### src/rtl/dmem_bridge_pkg.sv
// Shared definitions for the CPU data-memory bridge: access size codes,
// FSM state encoding and default parameters.
package dmem_bridge_pkg;

    localparam logic [1:0] SZ_BYTE = 2'b00;
    localparam logic [1:0] SZ_HALF = 2'b01;
    localparam logic [1:0] SZ_WORD = 2'b10;

    localparam int ADDR_W_DEF  = 7;
    localparam int TIMEOUT_DEF = 15;

    typedef enum logic [1:0] {
        IDLE = 2'd0,
        REQ  = 2'd1,
        DONE = 2'd2
    } state_t;

endpackage

### src/rtl/dmem_bridge_if.sv
// CPU-side and RAM-side signals of the data-memory bridge.
// RAM handshake: mem_req rises with a stable address/be/wdata/we and is held
// until mem_ack is seen high on a rising clk edge; that edge completes it.
interface dmem_bridge_if #(
    parameter int ADDR_W = 7
);
    logic              cpu_re;
    logic              cpu_we;
    logic [31:0]       cpu_addr;
    logic [31:0]       cpu_wdata;
    logic [1:0]        cpu_size;
    logic              cpu_unsigned;
    logic [31:0]       cpu_rdata;
    logic              cpu_stall;
    logic              cpu_misalign;
    logic              cpu_err;
    logic              mem_req;
    logic              mem_we;
    logic [ADDR_W-1:0] mem_addr;
    logic [3:0]        mem_be;
    logic [31:0]       mem_wdata;
    logic              mem_ack;
    logic [31:0]       mem_rdata;

    // The bridge itself
    modport slave (
        input  cpu_re, cpu_we, cpu_addr, cpu_wdata, cpu_size, cpu_unsigned,
        input  mem_ack, mem_rdata,
        output cpu_rdata, cpu_stall, cpu_misalign, cpu_err,
        output mem_req, mem_we, mem_addr, mem_be, mem_wdata
    );

    // The CPU and RAM around the bridge
    modport master (
        output cpu_re, cpu_we, cpu_addr, cpu_wdata, cpu_size, cpu_unsigned,
        output mem_ack, mem_rdata,
        input  cpu_rdata, cpu_stall, cpu_misalign, cpu_err,
        input  mem_req, mem_we, mem_addr, mem_be, mem_wdata
    );

endinterface

### src/rtl/dmem_lane_align.sv
// Byte-lane steering for byte/half/word accesses: store byte enables and
// replication, load lane extraction with sign/zero extension, misalignment.
module dmem_lane_align
    import dmem_bridge_pkg::*;
(
    input  logic [1:0]  lane,
    input  logic [1:0]  size,
    input  logic        zext,
    input  logic [31:0] wdata,
    input  logic [31:0] rdata_raw,
    output logic [3:0]  be,
    output logic [31:0] wdata_rep,
    output logic [31:0] rdata_ext,
    output logic        misalign
);

    logic [15:0] half_sel;
    logic [7:0]  byte_sel;

    // Little-endian: lane 0 is bits [7:0]
    assign half_sel = lane[1] ? rdata_raw[31:16] : rdata_raw[15:0];
    assign byte_sel = lane[0] ? half_sel[15:8] : half_sel[7:0];

    always_comb begin
        be        = 4'b1111;
        wdata_rep = wdata;
        rdata_ext = rdata_raw;
        misalign  = 1'b0;
        case (size)
            SZ_BYTE: begin
                be        = 4'b0001 << lane;
                wdata_rep = {4{wdata[7:0]}};
                rdata_ext = zext ? {24'h0, byte_sel} : {{24{byte_sel[7]}}, byte_sel};
            end
            SZ_HALF: begin
                be        = lane[1] ? 4'b1100 : 4'b0011;
                wdata_rep = {2{wdata[15:0]}};
                rdata_ext = zext ? {16'h0, half_sel} : {{16{half_sel[15]}}, half_sel};
                misalign  = lane[0];
            end
            default: misalign = (lane != 2'b00);
        endcase
    end

endmodule

### src/rtl/dmem_bridge.sv
// Bridges the single-cycle CPU data port to a handshaked RAM, stalling the
// CPU for the duration of each access and aborting after a timeout.
module dmem_bridge
    import dmem_bridge_pkg::*;
#(
    parameter int ADDR_W  = ADDR_W_DEF,
    parameter int TIMEOUT = TIMEOUT_DEF
) (
    input  logic               clk,
    input  logic               rst,
    dmem_bridge_if.slave       bus,
    output state_t             dbg_state
);

    localparam int CNT_W = (TIMEOUT > 2) ? $clog2(TIMEOUT) : 1;

    state_t            state_q, state_d;
    logic [CNT_W-1:0]  cnt_q;
    logic [ADDR_W-1:0] waddr_q;
    logic [1:0]        lane_q;
    logic [1:0]        size_q;
    logic              zext_q;
    logic              we_q;
    logic              err_q;
    logic [3:0]        be_q;
    logic [31:0]       wdata_q;
    logic [31:0]       data_q;

    logic              in_idle;
    logic              req_any;
    logic              access;
    logic              timeout_hit;
    logic [1:0]        al_lane;
    logic [1:0]        al_size;
    logic              al_zext;
    logic [3:0]        al_be;
    logic [31:0]       al_wdata;
    logic [31:0]       al_rdata;
    logic              al_misalign;
    logic              unused_addr_bits;

    assign in_idle          = (state_q == IDLE);
    assign req_any          = bus.cpu_re | bus.cpu_we;
    assign timeout_hit      = (cnt_q == CNT_W'(TIMEOUT - 1));
    assign unused_addr_bits = ^bus.cpu_addr[31:ADDR_W+2];
    assign dbg_state        = state_q;

    // One aligner serves both directions: live CPU inputs in IDLE for
    // be/wdata/misalign, the captured access afterwards for load extraction.
    assign al_lane = in_idle ? bus.cpu_addr[1:0]  : lane_q;
    assign al_size = in_idle ? bus.cpu_size       : size_q;
    assign al_zext = in_idle ? bus.cpu_unsigned   : zext_q;
    assign access  = req_any & ~al_misalign;

    dmem_lane_align u_align (
        .lane      (al_lane),
        .size      (al_size),
        .zext      (al_zext),
        .wdata     (bus.cpu_wdata),
        .rdata_raw (data_q),
        .be        (al_be),
        .wdata_rep (al_wdata),
        .rdata_ext (al_rdata),
        .misalign  (al_misalign)
    );

    always_ff @(posedge clk or negedge rst) begin
        if (!rst) begin
            state_q <= IDLE;
        end else begin
            state_q <= state_d;
        end
    end

    always_comb begin
        state_d = state_q;
        case (state_q)
            IDLE:    if (access) state_d = REQ;
            REQ:     if (bus.mem_ack || timeout_hit) state_d = DONE;
            DONE:    state_d = IDLE;
            default: state_d = IDLE;
        endcase
    end

    always_ff @(posedge clk or negedge rst) begin
        if (!rst) begin
            cnt_q   <= '0;
            waddr_q <= '0;
            lane_q  <= '0;
            size_q  <= '0;
            zext_q  <= 1'b0;
            we_q    <= 1'b0;
            err_q   <= 1'b0;
            be_q    <= '0;
            wdata_q <= '0;
            data_q  <= '0;
        end else begin
            case (state_q)
                IDLE: begin
                    if (access) begin
                        waddr_q <= bus.cpu_addr[ADDR_W+1:2];
                        lane_q  <= bus.cpu_addr[1:0];
                        size_q  <= bus.cpu_size;
                        zext_q  <= bus.cpu_unsigned;
                        we_q    <= bus.cpu_we;
                        be_q    <= al_be;
                        wdata_q <= al_wdata;
                        cnt_q   <= '0;
                        err_q   <= 1'b0;
                        data_q  <= '0;
                    end
                end
                REQ: begin
                    // An ack on the last allowed cycle still wins over the abort
                    if (bus.mem_ack) begin
                        if (!we_q) data_q <= bus.mem_rdata;
                    end else if (timeout_hit) begin
                        err_q  <= 1'b1;
                        data_q <= '0;
                    end else begin
                        cnt_q <= cnt_q + 1'b1;
                    end
                end
                default: ;
            endcase
        end
    end

    always_comb begin
        bus.cpu_rdata    = '0;
        bus.cpu_stall    = 1'b0;
        bus.cpu_misalign = 1'b0;
        bus.cpu_err      = 1'b0;
        bus.mem_req      = 1'b0;
        bus.mem_we       = 1'b0;
        bus.mem_addr     = '0;
        bus.mem_be       = '0;
        bus.mem_wdata    = '0;
        // Outputs are forced low while reset is asserted, even mid-access
        if (rst) begin
            bus.mem_addr  = waddr_q;
            bus.mem_be    = be_q;
            bus.mem_wdata = wdata_q;
            case (state_q)
                IDLE: begin
                    bus.cpu_stall    = access;
                    bus.cpu_misalign = req_any & al_misalign;
                end
                REQ: begin
                    bus.mem_req   = 1'b1;
                    bus.mem_we    = we_q;
                    bus.cpu_stall = 1'b1;
                end
                DONE: begin
                    bus.cpu_err   = err_q;
                    bus.cpu_rdata = we_q ? 32'h0 : al_rdata;
                end
                default: ;
            endcase
        end
    end

endmodule

### src/flat_wrapper.sv
// flat-port wrapper written by rule: the top's interface ports become plain ports
module dmem_bridge_flat import dmem_bridge_pkg::*;
#(
    parameter int ADDR_W  = ADDR_W_DEF,
    parameter int TIMEOUT = TIMEOUT_DEF
)
  (clk, rst, dbg_state, bus_cpu_re, bus_cpu_we, bus_cpu_addr, bus_cpu_wdata, bus_cpu_size, bus_cpu_unsigned, bus_mem_ack, bus_mem_rdata, bus_cpu_rdata, bus_cpu_stall, bus_cpu_misalign, bus_cpu_err, bus_mem_req, bus_mem_we, bus_mem_addr, bus_mem_be, bus_mem_wdata);
  dmem_bridge_if #(.ADDR_W(ADDR_W)) bus_i ();
  input  logic clk;
  input  logic rst;
  output state_t dbg_state;
  input wire logic [$bits(bus_i.cpu_re)-1:0] bus_cpu_re;
  input wire logic [$bits(bus_i.cpu_we)-1:0] bus_cpu_we;
  input wire logic [$bits(bus_i.cpu_addr)-1:0] bus_cpu_addr;
  input wire logic [$bits(bus_i.cpu_wdata)-1:0] bus_cpu_wdata;
  input wire logic [$bits(bus_i.cpu_size)-1:0] bus_cpu_size;
  input wire logic [$bits(bus_i.cpu_unsigned)-1:0] bus_cpu_unsigned;
  input wire logic [$bits(bus_i.mem_ack)-1:0] bus_mem_ack;
  input wire logic [$bits(bus_i.mem_rdata)-1:0] bus_mem_rdata;
  output wire logic [$bits(bus_i.cpu_rdata)-1:0] bus_cpu_rdata;
  output wire logic [$bits(bus_i.cpu_stall)-1:0] bus_cpu_stall;
  output wire logic [$bits(bus_i.cpu_misalign)-1:0] bus_cpu_misalign;
  output wire logic [$bits(bus_i.cpu_err)-1:0] bus_cpu_err;
  output wire logic [$bits(bus_i.mem_req)-1:0] bus_mem_req;
  output wire logic [$bits(bus_i.mem_we)-1:0] bus_mem_we;
  output wire logic [$bits(bus_i.mem_addr)-1:0] bus_mem_addr;
  output wire logic [$bits(bus_i.mem_be)-1:0] bus_mem_be;
  output wire logic [$bits(bus_i.mem_wdata)-1:0] bus_mem_wdata;
  assign bus_i.cpu_re = bus_cpu_re;
  assign bus_i.cpu_we = bus_cpu_we;
  assign bus_i.cpu_addr = bus_cpu_addr;
  assign bus_i.cpu_wdata = bus_cpu_wdata;
  assign bus_i.cpu_size = bus_cpu_size;
  assign bus_i.cpu_unsigned = bus_cpu_unsigned;
  assign bus_i.mem_ack = bus_mem_ack;
  assign bus_i.mem_rdata = bus_mem_rdata;
  assign bus_cpu_rdata = bus_i.cpu_rdata;
  assign bus_cpu_stall = bus_i.cpu_stall;
  assign bus_cpu_misalign = bus_i.cpu_misalign;
  assign bus_cpu_err = bus_i.cpu_err;
  assign bus_mem_req = bus_i.mem_req;
  assign bus_mem_we = bus_i.mem_we;
  assign bus_mem_addr = bus_i.mem_addr;
  assign bus_mem_be = bus_i.mem_be;
  assign bus_mem_wdata = bus_i.mem_wdata;
  dmem_bridge #(.ADDR_W(ADDR_W), .TIMEOUT(TIMEOUT)) u_core (.clk(clk), .rst(rst), .bus(bus_i), .dbg_state(dbg_state));
endmodule
### config.mk
export PLATFORM = sky130hd
export DESIGN_NAME = dmem_bridge_flat
export DESIGN_NICKNAME = d
export VERILOG_FILES = /design/src/rtl/dmem_bridge_pkg.sv /design/src/rtl/dmem_bridge_if.sv /design/src/rtl/dmem_lane_align.sv /design/src/rtl/dmem_bridge.sv /design/src/flat_wrapper.sv
export SDC_FILE = /design/constraint.sdc
export NUM_CORES = 1
export LEC_CHECK = 0
export CAP_MARGIN = 30
export CORE_AREA = 4 4 136 86
export CTS_CLUSTER_DIAMETER = 200
export DETAILED_ROUTE_END_ITERATION = 8
export DIE_AREA = 0 0 140 90
export PLACE_DENSITY = 0.83
export SLEW_MARGIN = 20
export SYNTH_ARGS = -nofsm -noshare
export SYNTH_HDL_FRONTEND = slang
export SYNTH_SLANG_ARGS = --single-unit
### constraint.sdc
create_clock -name clk -period 5.3 [get_ports clk]
set_clock_uncertainty 0.15 [all_clocks]
set_input_delay 0.53 -clock clk [delete_from_list [all_inputs] [get_ports clk]]
set_output_delay 0.53 -clock clk [all_outputs]
set_load 0.005 [all_outputs]
* Word-level counts from Yosys, hierarchy flattened
Cells that the tools add are included.
** Word-level totals
- Output and inout port bits :: 82
- Register bits :: 88
- Input port bits :: 104
- Word-level logic and storage cells :: 82
** Operators by class
- Add/subtract/negate cells :: 1
- Mux-type cells :: 44
- Shifts and indexed selects :: 1
- Bitwise logic cells :: 4
- Equal/unequal tests :: 11
- Reduce and logical (&&, ||, !) cells :: 10
** Operator list (number)
- 32-bit 2-to-1 mux :: 10
- 32-bit case mux with 2 select lines :: 3
- 4-bit 2-to-1 mux :: 5
- 16-bit 2-to-1 mux :: 1
- 4-bit case mux with 2 select lines :: 2
- 1-bit 2-to-1 mux :: 13
- 4-bit AND reduction :: 3
- 2-bit 2-to-1 mux :: 4
- 8-bit 2-to-1 mux :: 1
- 7-bit 2-to-1 mux :: 1
- 2-bit != test (second input constant) :: 3
- 1-bit case mux with 2 select lines :: 3
- 4-bit by 1-bit adder with 4-bit output (second input constant) :: 1
- 2-bit by 1-bit == test with 1-bit output (second input constant) :: 2
- 4-bit == test (second input constant) :: 1
- 2-bit logical NOT :: 2
- 2-bit by 1-bit != test with 1-bit output (second input constant) :: 2
- 2-bit case mux with 2 select lines :: 1
- 2-bit AND reduction :: 2
- 2-bit nonzero test :: 2
- 1-bit by 2-bit left shift with 4-bit output (first input constant) :: 1
- 3-bit by 2-bit != test with 1-bit output (second input constant) :: 1
- 3-bit != test (second input constant) :: 1
- 1-bit bitwise AND :: 2
- other kinds (4) :: 4

* Logic depth before layout (Yosys ltp)
- Word-level depth :: 9
- Gate-level depth with buffers :: 8
- Depth with buffers taken out :: 7

* By module
Synthesis repeated with hierarchy kept, for this count alone.
** Unflattened totals
- Cells, all modules :: 572
- Area total of the unflattened synthesis :: 5536.6 um^2
** Modules (own cells, without submodules)
- dmem_bridge :: area each 4443.0 um^2, instances 1, sequential area each 2202.1 um^2, cells each 417
- dmem_lane_align :: area each 1093.5 um^2, instances 1, sequential area each 0.0 um^2, cells each 155

* Worst setup path before layout
OpenSTA, ideal clock, no wires.
- Path type :: reg2out
- From :: register u_core.state_q[0], in the netlist u_core.dbg_state[0]
- To :: output port bus_cpu_rdata[2]
- Setup slack :: 2.730 ns
- Buffers on the path :: 2
- Arrival time :: 1.890 ns
- Required time :: 4.620 ns
- Cell stages (with the launch flop) :: 8
- Path through :: dfrtp_1 or2_0 buf_2 a31oi_2 buf_4 mux2i_1 nor2_1 a221o_1
** On the way
- Longest elaborated chain between the ends :: 9
- Elaborated cells between the ends (all ways) :: 14
- Those cells by class :: eq/ne: 2; mux: 10; reduce/logical: 2
** RTL lines
- from (decl) :: line dmem_bridge.sv:17 : state_t state_q, state_d;
- from (signal assigned) :: line dmem_bridge.sv:71 : state_q <= state_d;
- 2-bit logical NOT :: line dmem_bridge.sv:42 : assign in_idle = (state_q == IDLE);
- 2-bit 2-to-1 mux :: line dmem_bridge.sv:50 : assign al_lane = in_idle ? bus.cpu_addr[1:0] : lane_q;
- 16-bit 2-to-1 mux :: line dmem_lane_align.sv:21 : assign half_sel = lane[1] ? rdata_raw[31:16] : rdata_raw[15:0];
- 8-bit 2-to-1 mux :: line dmem_lane_align.sv:22 : assign byte_sel = lane[0] ? half_sel[15:8] : half_sel[7:0];
- 32-bit 2-to-1 mux :: line dmem_lane_align.sv:33 : rdata_ext = zext ? {24'h0, byte_sel} : {{24{byte_sel[7]}}, byte_sel};
- 32-bit case mux with 2 select lines :: line dmem_lane_align.sv:29 : case (size)
- 32-bit 2-to-1 mux :: line dmem_bridge.sv:156 : bus.cpu_rdata = we_q ? 32'h0 : al_rdata;
- 32-bit 2-to-1 mux (*) :: line dmem_bridge.sv:144 : case (state_q)
- 32-bit 2-to-1 mux (*) :: line dmem_bridge.sv:140 : if (rst) begin
- to (decl) :: line flat_wrapper.sv:20 : output wire logic [$bits(bus_i.cpu_rdata)-1:0] bus_cpu_rdata;
Mark *: on every way between the ends. The rest lies on a longest branch, timed or not.

* Worst setup path after layout
- From :: input port rst
- To :: output port bus_cpu_rdata[6]
** On the way
- Longest elaborated chain between the ends :: 1
** RTL lines
- from (decl) :: line flat_wrapper.sv:10 : input logic rst;
- 32-bit 2-to-1 mux :: line dmem_bridge.sv:140
No other way between the ends.

==> summary.md <==
| Metric | Value |
|---|---|
| Net count after synthesis | 580 |
| H-tree level count | 3 |
| Max clock buf depth | 2 |
| WP data arrival | 3830 ps |
| Worst hold slack | 350 ps |
| Slowest stage cell, crit path | or3_2 |
| Area of the multi-input gates | 2500 sq um |
| Final setup fails | 0 |
| GRT Total Usage | 0.223 |
| Max VDD drop | 0.435 mV |
| Synthesis-to-finish area growth | 40.1% |
| Worst setup startpoint | rst |
| Power Dens Cells | 521 nW/um^2 |
| HPWL after detailed placement | 10.5 mm |
| Input/output buffers | 162 |
| Sink Count | 88 |
| Vias per Instance | 5.71 |
| Fin crit share | 0.851 |
| Asr flop ratio synth | 1.00 |
| Max Clock Freq | 222 MHz |
| Largest net degree at the start of global routing | 72 |
| GRT overflow | 0 |
| R2r startpoint | u_core.dbg_state[0] |
| Vias | 4372 |
| Antenna violations before repair | 0 |
| Crit path cell chain | dlygate4sd3_1, buf_4, nand2_2, or3_2, or3_1, nor2_1, a221o_1, clkdlybuf4s50_1 |
| Share of cells above drive strength 1 | 0.124 |
| ANT nets after route | 0 |
| Main synth FF type | dfrtp_1 |
| Synth top area share | 0.447 |
| Mean Syn Cell Area | 10.4 sq um |
| Post-synth EDFFs | 0 |
| Synth area leader | dfrtp_1 |
| Worst Path Required | 4620 ps |
| First-pass GRT wire length | 22.7 mm |
| CP max FO | 44 |
| Fin util | 0.665 |
| Final nets | 728 |
| Worst slew pin tran | 776 ps |
| CTS Buf Count | 9 |
| Most frequent cells after synthesis | 88 x dfrtp_1, 44 x and2_1, 39 x a21oi_1, 38 x nor2_1, 34 x mux2i_1 |
| Yosys warnings | 0 |
| RSZ-0062 raised after global routing | no |
| #FFs+latches synth | 88 |
| Clock Pin Slew Worst Setup and Hold Paths | 60 ps |
| Final wirelength | 14.3 mm |
| Synth unique cells | 52 |
| IO Pins | 186 |
| Clock root cell | clkbuf_16 |
| Synthesized cell area | 4920 sq um |
| DR DRC count | 0 |
| Diodes inserted | 0 |
| Register area share after synthesis | 0.447 |
| Core ar. | 10400 sq um |
| CTS tree | built |
| Overall Power | 3.60 mW |
| Die area | 12600 sq um |
| Die span in x | 140 um |
| Status | finished, final reports clean |
| Top delay family on crit path | simple AND/OR/NAND/NOR gates |
| Most frequent cell after synthesis | dfrtp_1 |
| Worst hold path type | flop to flop |
| Lkg Pwr | 2.86 nW |
| Final setup TNS | 0 ps |
| Placed cell area | 6580 sq um |
| Crit path buffers/inverters | 3 |
| Minimum clock period after layout | 4510 ps |
| Pins Over Slew Limit | 0 |
| CP startpoint kind | input pin |
| Max_slew headroom | 0.483 |
| CP Class | input pin to primary output |
| Maxcap violations | 0 |
| Critical path's largest stage delay | 730 ps |
| Register area | 2200 sq um |
| Filler cells | 821 |
| Die Height | 90 um |
| Hold Startpoint | u_core.waddr_q[0] |
| Detailed Route Iter0 Violations | 332 |
| Final instance area | 6900 sq um |
| WL/cell | 18.7 um |
| Final Hold Fails | 0 |
| Initial Util | 0.474 |
| Gate Count Post-Synth | 474 |
| Clk Latency, worst-skew pair | 330 ps |
| Drt pass-1 iters | 5 |
| CP Capture Type | primary output |
| Number of global-route vias before repair | 4263 |
| Rows | 29 |
| Synth area leaders | dfrtp_1 45%, mux2i_1 6.9%, mux2_2 6.4% |
| RD Place Congestion | 0.904 |
==> registers in the layout, indices dropped and copies added, names as in the netlist <==
signal / count
u_core.be_q: 4
u_core.err_q: 1
u_core.zext_q: 1
u_core.we_q: 1
u_core.dbg_state: 2
u_core.waddr_q: 7
u_core.cnt_q: 4
u_core.size_q: 2
u_core.wdata_q: 32
u_core.data_q: 32
u_core.lane_q: 2
==> worst register-to-register path, cell delays in order, from the launching register on <==
cell     delay [ps]
dfrtp_1         680
or2_0           530
a31oi_2         210
buf_4           250
a21oi_4         140
buf_4           620
mux2_2          480
==> cell type report <==
class                   instances  area share
multi-input cells             343       0.362
clock buffers                  10      0.0332
clock inverters                 6     0.00979
inverters                       7     0.00381
repair buffers                173       0.247
well taps                     139      0.0252
flip-flops and latches         88       0.319
==> layer usage <==
| layer | global-route usage | share of wire |
|---|---|---|
| met5 | 0 | 0 |
| met4 | 0.0452 | 0.0099 |
| met3 | 0.0663 | 0.086 |
| met2 | 0.339 | 0.44 |
| met1 | 0.319 | 0.46 |
==> kinds of logic after synthesis <==
kind of cell / after synthesis / synth area share
flops: 88 / 0.447
fa+ha+maj: 2 / 0.00508
mux: 63 / 0.136
xor+xnor: 2 / 0.00356
compound gates: 143 / 0.216
buf+inv: 43 / 0.0473
simple gates: 133 / 0.145
==> cell usage in the layout, fill, tap and decap left out, drive strengths merged, types with 2 or more instances in the layout <==
cell type | Yosys | final
xor2 | 2 | 2
o31ai | 19 | 19
nand2 | 20 | 20
nor3 | 6 | 6
nor2 | 39 | 39
buf | 23 | 11
a21oi | 40 | 40
or3 | 4 | 4
nand3 | 6 | 6
o211ai | 2 | 2
a31oi | 3 | 3
a22oi | 7 | 7
o22ai | 2 | 2
and2 | 45 | 45
o21ai | 24 | 24
nand2b | 4 | 4
clkinvlp | 0 | 2
mux2 | 29 | 29
dfrtp | 88 | 88
a22o | 32 | 32
a221o | 7 | 7
ha | 2 | 2
mux2i | 34 | 34
or3b | 2 | 2
inv | 7 | 9
clkdlybuf4s50 | 0 | 161
nor4 | 2 | 2
clkbuf | 13 | 10
==> final timing paths <==
check	to	slack, ps	cells after the start
min	u_core.waddr_q[0]	350	1
max	bus_cpu_rdata[6]	790	8
max reg2reg	u_core.wdata_q[26]	2120	6
max in group asynchronous	u_core.be_q[1]	3530	3
min in group asynchronous	u_core.wdata_q[24]	530	2
min reg2reg	u_core.waddr_q[0]	350	1
==> through the flow <==
step	std cells	worst slack, ps
floorplan	474	2730
global placement	747	1310
detailed placement	747	1250
CTS	764	700
global route	766	622
finish	766	789
==> where the power goes <==
part	internal (mW)	leakage [nW]	switching [mW]
combinational	0.850	1.63	0.880
clock	0.368	0.139	0.263
sequential	0.985	1.09	0.251
==> repair_timing <==
item | 4_1_cts | 5_1_grt
hold buffers | 1 | 0
hold endpoints to repair | 5 | 0
setup buffers | 0 | 0
setup endpoints to repair | 0 | 0
gates resized for setup | 0 | 0
No activity file was read; power rests on OpenSTA's default activity.
